[src/rtl/store_buffer_bridge.sv]
// Write-buffered CPU data port: stores retire into a FIFO and drain over a req/ack bus,
// while loads are ordered against buffered stores and stall the CPU until read data returns.
module store_buffer_bridge #(
  parameter int ADDR_W      = 32,
  parameter int DATA_W      = 32,
  parameter int DEPTH       = 4,
  parameter int LOAD_BYPASS = 1
) (
  input  logic                      cpu_clk,
  input  logic                      cpu_rst_n,
  input  logic                      cpu_req,
  input  logic                      cpu_we,
  input  logic [ADDR_W-1:0]         cpu_addr,
  input  logic [DATA_W-1:0]         cpu_wdata,
  input  logic [DATA_W/8-1:0]       cpu_wstrb,
  input  logic                      cpu_fence,
  output logic                      cpu_stall,
  output logic [DATA_W-1:0]         cpu_rdata,
  output logic                      bus_req,
  output logic                      bus_we,
  output logic [ADDR_W-1:0]         bus_addr,
  output logic [DATA_W-1:0]         bus_wdata,
  output logic [DATA_W/8-1:0]       bus_wstrb,
  input  logic                      bus_ack,
  input  logic [DATA_W-1:0]         bus_rdata,
  output logic [$clog2(DEPTH):0]    sb_count
);

  localparam int STRB_W = DATA_W / 8;
  localparam int PTR_W  = $clog2(DEPTH);
  localparam int CNT_W  = PTR_W + 1;

  typedef enum logic [1:0] {IDLE, WR, RD} state_e;

  logic [ADDR_W-1:0] fifo_addr_q [DEPTH];
  logic [DATA_W-1:0] fifo_data_q [DEPTH];
  logic [STRB_W-1:0] fifo_strb_q [DEPTH];

  logic [PTR_W-1:0]  wr_ptr_q, wr_ptr_d, rd_ptr_q, rd_ptr_d;
  logic [CNT_W-1:0]  count_q, count_d;
  state_e            state_q, state_d;
  logic              bus_req_q, bus_req_d, bus_we_q, bus_we_d;
  logic [ADDR_W-1:0] bus_addr_q, bus_addr_d;
  logic [DATA_W-1:0] bus_wdata_q, bus_wdata_d;
  logic [STRB_W-1:0] bus_wstrb_q, bus_wstrb_d;
  logic [DATA_W-1:0] cpu_rdata_q, cpu_rdata_d;
  logic              rd_done_q, rd_done_d;

  logic full, push, pop, load_pending, hit, load_ok;

  // Full comes from the registered count, so a pop never frees a slot in its own cycle.
  assign full         = (count_q == CNT_W'(DEPTH));
  assign push         = cpu_req & cpu_we & ~full;
  assign pop          = (state_q == WR) & bus_ack;
  assign load_pending = cpu_req & ~cpu_we & ~rd_done_q;

  // NOTE: every signal written in always_comb gets a default first, so no latch is inferred.
  always_comb begin : hit_detect
    logic [PTR_W-1:0] idx;
    idx = '0;
    hit = (state_q == WR) && (bus_addr_q[ADDR_W-1:2] == cpu_addr[ADDR_W-1:2]);
    for (int i = 0; i < DEPTH; i++) begin
      idx = rd_ptr_q + PTR_W'(i);
      if ((CNT_W'(i) < count_q) && (fifo_addr_q[idx][ADDR_W-1:2] == cpu_addr[ADDR_W-1:2]))
        hit = 1'b1;
    end
  end

  assign load_ok = (LOAD_BYPASS != 0) ? ~hit : (count_q == '0);

  assign wr_ptr_d = wr_ptr_q + PTR_W'(push);
  assign rd_ptr_d = rd_ptr_q + PTR_W'(pop);
  assign count_d  = count_q + CNT_W'(push) - CNT_W'(pop);

  always_comb begin
    state_d     = state_q;
    bus_req_d   = bus_req_q;
    bus_we_d    = bus_we_q;
    bus_addr_d  = bus_addr_q;
    bus_wdata_d = bus_wdata_q;
    bus_wstrb_d = bus_wstrb_q;
    cpu_rdata_d = cpu_rdata_q;
    rd_done_d   = 1'b0;
    unique case (state_q)
      IDLE: begin
        // A waiting load outranks draining the buffer.
        if (load_pending && load_ok) begin
          state_d     = RD;
          bus_req_d   = 1'b1;
          bus_we_d    = 1'b0;
          bus_addr_d  = cpu_addr;
          bus_wdata_d = '0;
          bus_wstrb_d = '0;
        end else if (count_q != '0) begin
          state_d     = WR;
          bus_req_d   = 1'b1;
          bus_we_d    = 1'b1;
          bus_addr_d  = fifo_addr_q[rd_ptr_q];
          bus_wdata_d = fifo_data_q[rd_ptr_q];
          bus_wstrb_d = fifo_strb_q[rd_ptr_q];
        end
      end
      WR: if (bus_ack) begin
        state_d   = IDLE;
        bus_req_d = 1'b0;
      end
      RD: if (bus_ack) begin
        state_d     = IDLE;
        bus_req_d   = 1'b0;
        cpu_rdata_d = bus_rdata;
        rd_done_d   = 1'b1;
      end
      default: state_d = IDLE;
    endcase
  end

  // NOTE: sequential state uses non-blocking assignments so every flop samples pre-edge values.
  always_ff @(posedge cpu_clk or negedge cpu_rst_n) begin
    if (!cpu_rst_n) begin
      wr_ptr_q    <= '0;
      rd_ptr_q    <= '0;
      count_q     <= '0;
      state_q     <= IDLE;
      bus_req_q   <= 1'b0;
      bus_we_q    <= 1'b0;
      bus_addr_q  <= '0;
      bus_wdata_q <= '0;
      bus_wstrb_q <= '0;
      cpu_rdata_q <= '0;
      rd_done_q   <= 1'b0;
    end else begin
      wr_ptr_q    <= wr_ptr_d;
      rd_ptr_q    <= rd_ptr_d;
      count_q     <= count_d;
      state_q     <= state_d;
      bus_req_q   <= bus_req_d;
      bus_we_q    <= bus_we_d;
      bus_addr_q  <= bus_addr_d;
      bus_wdata_q <= bus_wdata_d;
      bus_wstrb_q <= bus_wstrb_d;
      cpu_rdata_q <= cpu_rdata_d;
      rd_done_q   <= rd_done_d;
    end
  end

  // NOTE: the storage array is not reset; pointers and count alone decide which entries are valid.
  always_ff @(posedge cpu_clk) begin
    if (push) begin
      fifo_addr_q[wr_ptr_q] <= cpu_addr;
      fifo_data_q[wr_ptr_q] <= cpu_wdata;
      fifo_strb_q[wr_ptr_q] <= cpu_wstrb;
    end
  end

  assign cpu_stall = (cpu_req & cpu_we & full) | load_pending |
                     (cpu_fence & ((count_q != '0) | (state_q != IDLE)));
  assign cpu_rdata = cpu_rdata_q;
  assign bus_req   = bus_req_q;
  assign bus_we    = bus_we_q;
  assign bus_addr  = bus_addr_q;
  assign bus_wdata = bus_wdata_q;
  assign bus_wstrb = bus_wstrb_q;
  assign sb_count  = count_q;

endmodule
[config.mk]
export PLATFORM = sky130hd
export DESIGN_NAME = store_buffer_bridge
export DESIGN_NICKNAME = d
export VERILOG_FILES = /design/src/rtl/store_buffer_bridge.sv
export SDC_FILE = /design/constraint.sdc
export NUM_CORES = 1
export LEC_CHECK = 0
export ABC_CLOCK_PERIOD_IN_PS = 7650
export CORE_MARGIN = 5
export CORE_UTILIZATION = 30
export CTS_BUF_LIST = sky130_fd_sc_hd__clkbuf_2
export DETAILED_ROUTE_END_ITERATION = 8
export GPL_ROUTABILITY_DRIVEN = 0
export SETUP_SLACK_MARGIN = 0.15
export SYNTH_ARGS = -nofsm -noshare
export SYNTH_HDL_FRONTEND = slang
export SYNTH_SLANG_ARGS = --single-unit
[constraint.sdc]
create_clock -name cpu_clk -period 7.65 [get_ports cpu_clk]
set_clock_uncertainty 0.2 [all_clocks]
set_input_delay 0.765 -clock cpu_clk [delete_from_list [all_inputs] [get_ports cpu_clk]]
set_output_delay 0.765 -clock cpu_clk [all_outputs]
set_load 0.01 [all_outputs]
==> impl_metrics.ini <==
[status]
outcome = completed

[floorplan]
start_util_pct = 30.1
io_pins = 212
rows = 92
die-area_um2 = 68200
die_h_um = 261
core-area_um2 = 62700
die_w_um = 261

[global_route]
grt_pass1_vias = 12700
antenna_found_initial = 9
overflow = 0
grt_pass1_wl_mm = 80.3
grt_use_total_pct = 15.5
grt_start_max_net_pins = 97

[detailed_routing]
drc = 0
detail-route-antenna-nets = 0
first_pass_iters = 5
drtIter0Drc = 948
vias = 12300
wirelength_mm = 54.1
vias_per_cell = 4.93
post_drt_wl_per_cell_um = 21.7

[power_and_ir_drop]
vdd_drop_max_mv = 0.198
p_leak_nw = 8.68
p_per_area_nw_per_um2 = 366

[sta]
totalNegativeSetupSlack_ps = 0
fin_ws_ps = 2320
grt_setup_unrepaired = no
maxSlewHeadroom_pct = 34.4
period_needed_ps = 5330
final-setup-viol-count = 0
timing.final.max_slew_violations = 0
fmax_mhz = 188
finalHoldViolCount = 0
holdWs_ps = 149
finalCritPeriodShare_pct = 69.7
tightestPinTransition_ps = 983

[worst_setup_path]
crit_buf_inv = 3
crit_chain = buf_4 > mux4_2 > xor2_1 > nor4_1 > nand4_1 > nor4_1 > and4_1 > nor4_4 > buf_4 > o21ai_4 > buf_4 > a22o_1
path_class = register to register
crit_path_frequent_cell = buf_4
cp_top_family = buffers and inverters
crit_arrival_ps = 6110
max_stage_delay_ps = 920
slowest_stage = dfrtp_4
crit_path_end_kind = register
required_ps = 8430
cp_max_fo = 59
crit_path_start_kind = register

[logic_synthesis]
ys_ff_latch = 384
synth.distinct_cells = 67
synth-seq-area-share_pct = 58.0
synth_most_common_cell = edfxtp_1
ys_top_cells_by_area = edfxtp_1, dfrtp_1, mux2i_1, mux4_2, xnor2_1
synthCells = 1254
synth.top_cell.area_share_pct = 43.2
synthesis.nets = 1371
syn-cell-area_um2 = 18900
synth_area_per_cell_um2 = 15.1
yosysWarnings = 0
synthFlopType = edfxtp_1
synth_commonest_cells = edfxtp_1, mux2i_1, dfrtp_1, xnor2_1, nand2_1
synth-async-reset-ratio_pct = 29.2
synth_area_leader_cell = edfxtp_1
synth_edf_count = 272

[clock_tree]
clk_pin_slew_worst_paths_ps = 120
root_buffer = clkbuf_2
clk_latency_ps = 1130
post_cts_resized = 0
cts_tree = built
htreeDepth = 3
clock_path_buffers = 3
postCtsHoldBufs = 65
cts_sinks = 384
cts_made_buffers = 101
cts_setup_buffers = 0

[final_layout]
drive_above_1_share_pct = 19.9
final_area_um2 = 23300
areaGrowthSynthToFinish_pct = 23.0
finalNonFillerCells = 2498
nets = 1679

[placed_design]
hpwl_mm = 36.4
place_ws_ps = 2460
dpl_cell_area_um2 = 21600
io_buffers = 211
place_inst = 2240

[job]
max_cap_violations = 0

[worst_hold_path]
hold_class = input port to register
[final timing paths]
path | from | cells after the start | endpoint | slack (ps)
max | rd_ptr_q[0] | 12 | bus_wdata[18] | 2320
min | bus_rdata[7] | 2 | cpu_rdata[7] | 150
max reg2reg | rd_ptr_q[0] | 12 | bus_wdata[18] | 2320
min reg2reg | cpu_rdata[0] | 1 | cpu_rdata[0] | 310
max in group asynchronous | cpu_rst_n | 4 | rd_ptr_q[1] | 5710
min in group asynchronous | cpu_rst_n | 4 | wr_ptr_q[0] | 500
[registers in the layout (all words and copies together) (netlist names), 3 cells and up]
register,cells
fifo_addr_q,128
bus_addr,32
sb_count,3
fifo_data_q,128
bus_wdata,32
bus_wstrb,4
cpu_rdata,32
fifo_strb_q,16
[through the flow]
stage	util, %	total power, mW
floorplan	-	5.73
global placement	34.5	7.03
detailed placement	34.5	7.08
CTS	37.1	8.61
global route	37.1	9.02
finish	37.1	8.52
[cell families (layout without fill, tap and decap cells)]
group	Yosys count	in the layout	synth area share, %
other	0	5	0
flip-flops	384	384	58.0
adder cells (fa/ha/maj)	11	11	0.768
buffers and inverters	110	503	3.82
XOR/XNOR	141	141	6.53
AND/OR/NAND/NOR	169	169	4.50
multiplexers	297	297	20.4
AO/OA/AOI/OAI	142	142	5.97
[final cells by class]
| type | instances | area, um2 |
|---|---|---|
| antenna | 5 | 12.5 |
| timing repair buffer | 297 | 2950 |
| clock buffer | 144 | 721 |
| inverter | 18 | 67.6 |
| sequential | 384 | 11000 |
| tap | 846 | 1060 |
| clock inverter | 44 | 236 |
| multi-input combinational | 760 | 7240 |
| fill | 5976 | 39500 |
[report_power, final]
group	internal (mW)	switching, mW	leakage (nW)
registers	2.70	0.372	3.81
clock network	0.564	0.901	0.734
logic	1.94	2.04	4.14
[layout by cell type (no fill, tap or decap), types with 5 or more instances in the layout]
master / count
edfxtp_1: 272
clkdlybuf4s50_1: 210
mux2i_1: 178
clkbuf_2: 144
dfrtp_1: 110
xnor2_1: 79
nand2_1: 72
mux4_2: 65
dlygate4sd3_1: 64
xor2_1: 62
mux2_2: 53
a22o_1: 39
a2bb2oi_1: 31
nor2_1: 22
clkinv_1: 22
buf_4: 21
nand4_1: 20
nor4_1: 19
inv_1: 17
o21ai_0: 14
clkinv_2: 14
a21oi_1: 12
ha_1: 10
or2_2: 6
diode_2: 5
nand3_1: 5
and2_1: 5
a2111oi_0: 5
o2bb2ai_1: 5
[routing by layer]
metal | routed length (um) | track usage (%) | share of wire (%)
met3 | 3570 | 4.25 | 6.6
met4 | 1400 | 4.98 | 2.6
met2 | 26300 | 25.0 | 49
met5 | 48 | 0 | 0.089
met1 | 22800 | 20.3 | 42
Note: power is estimated with default switching activity, not from simulation.
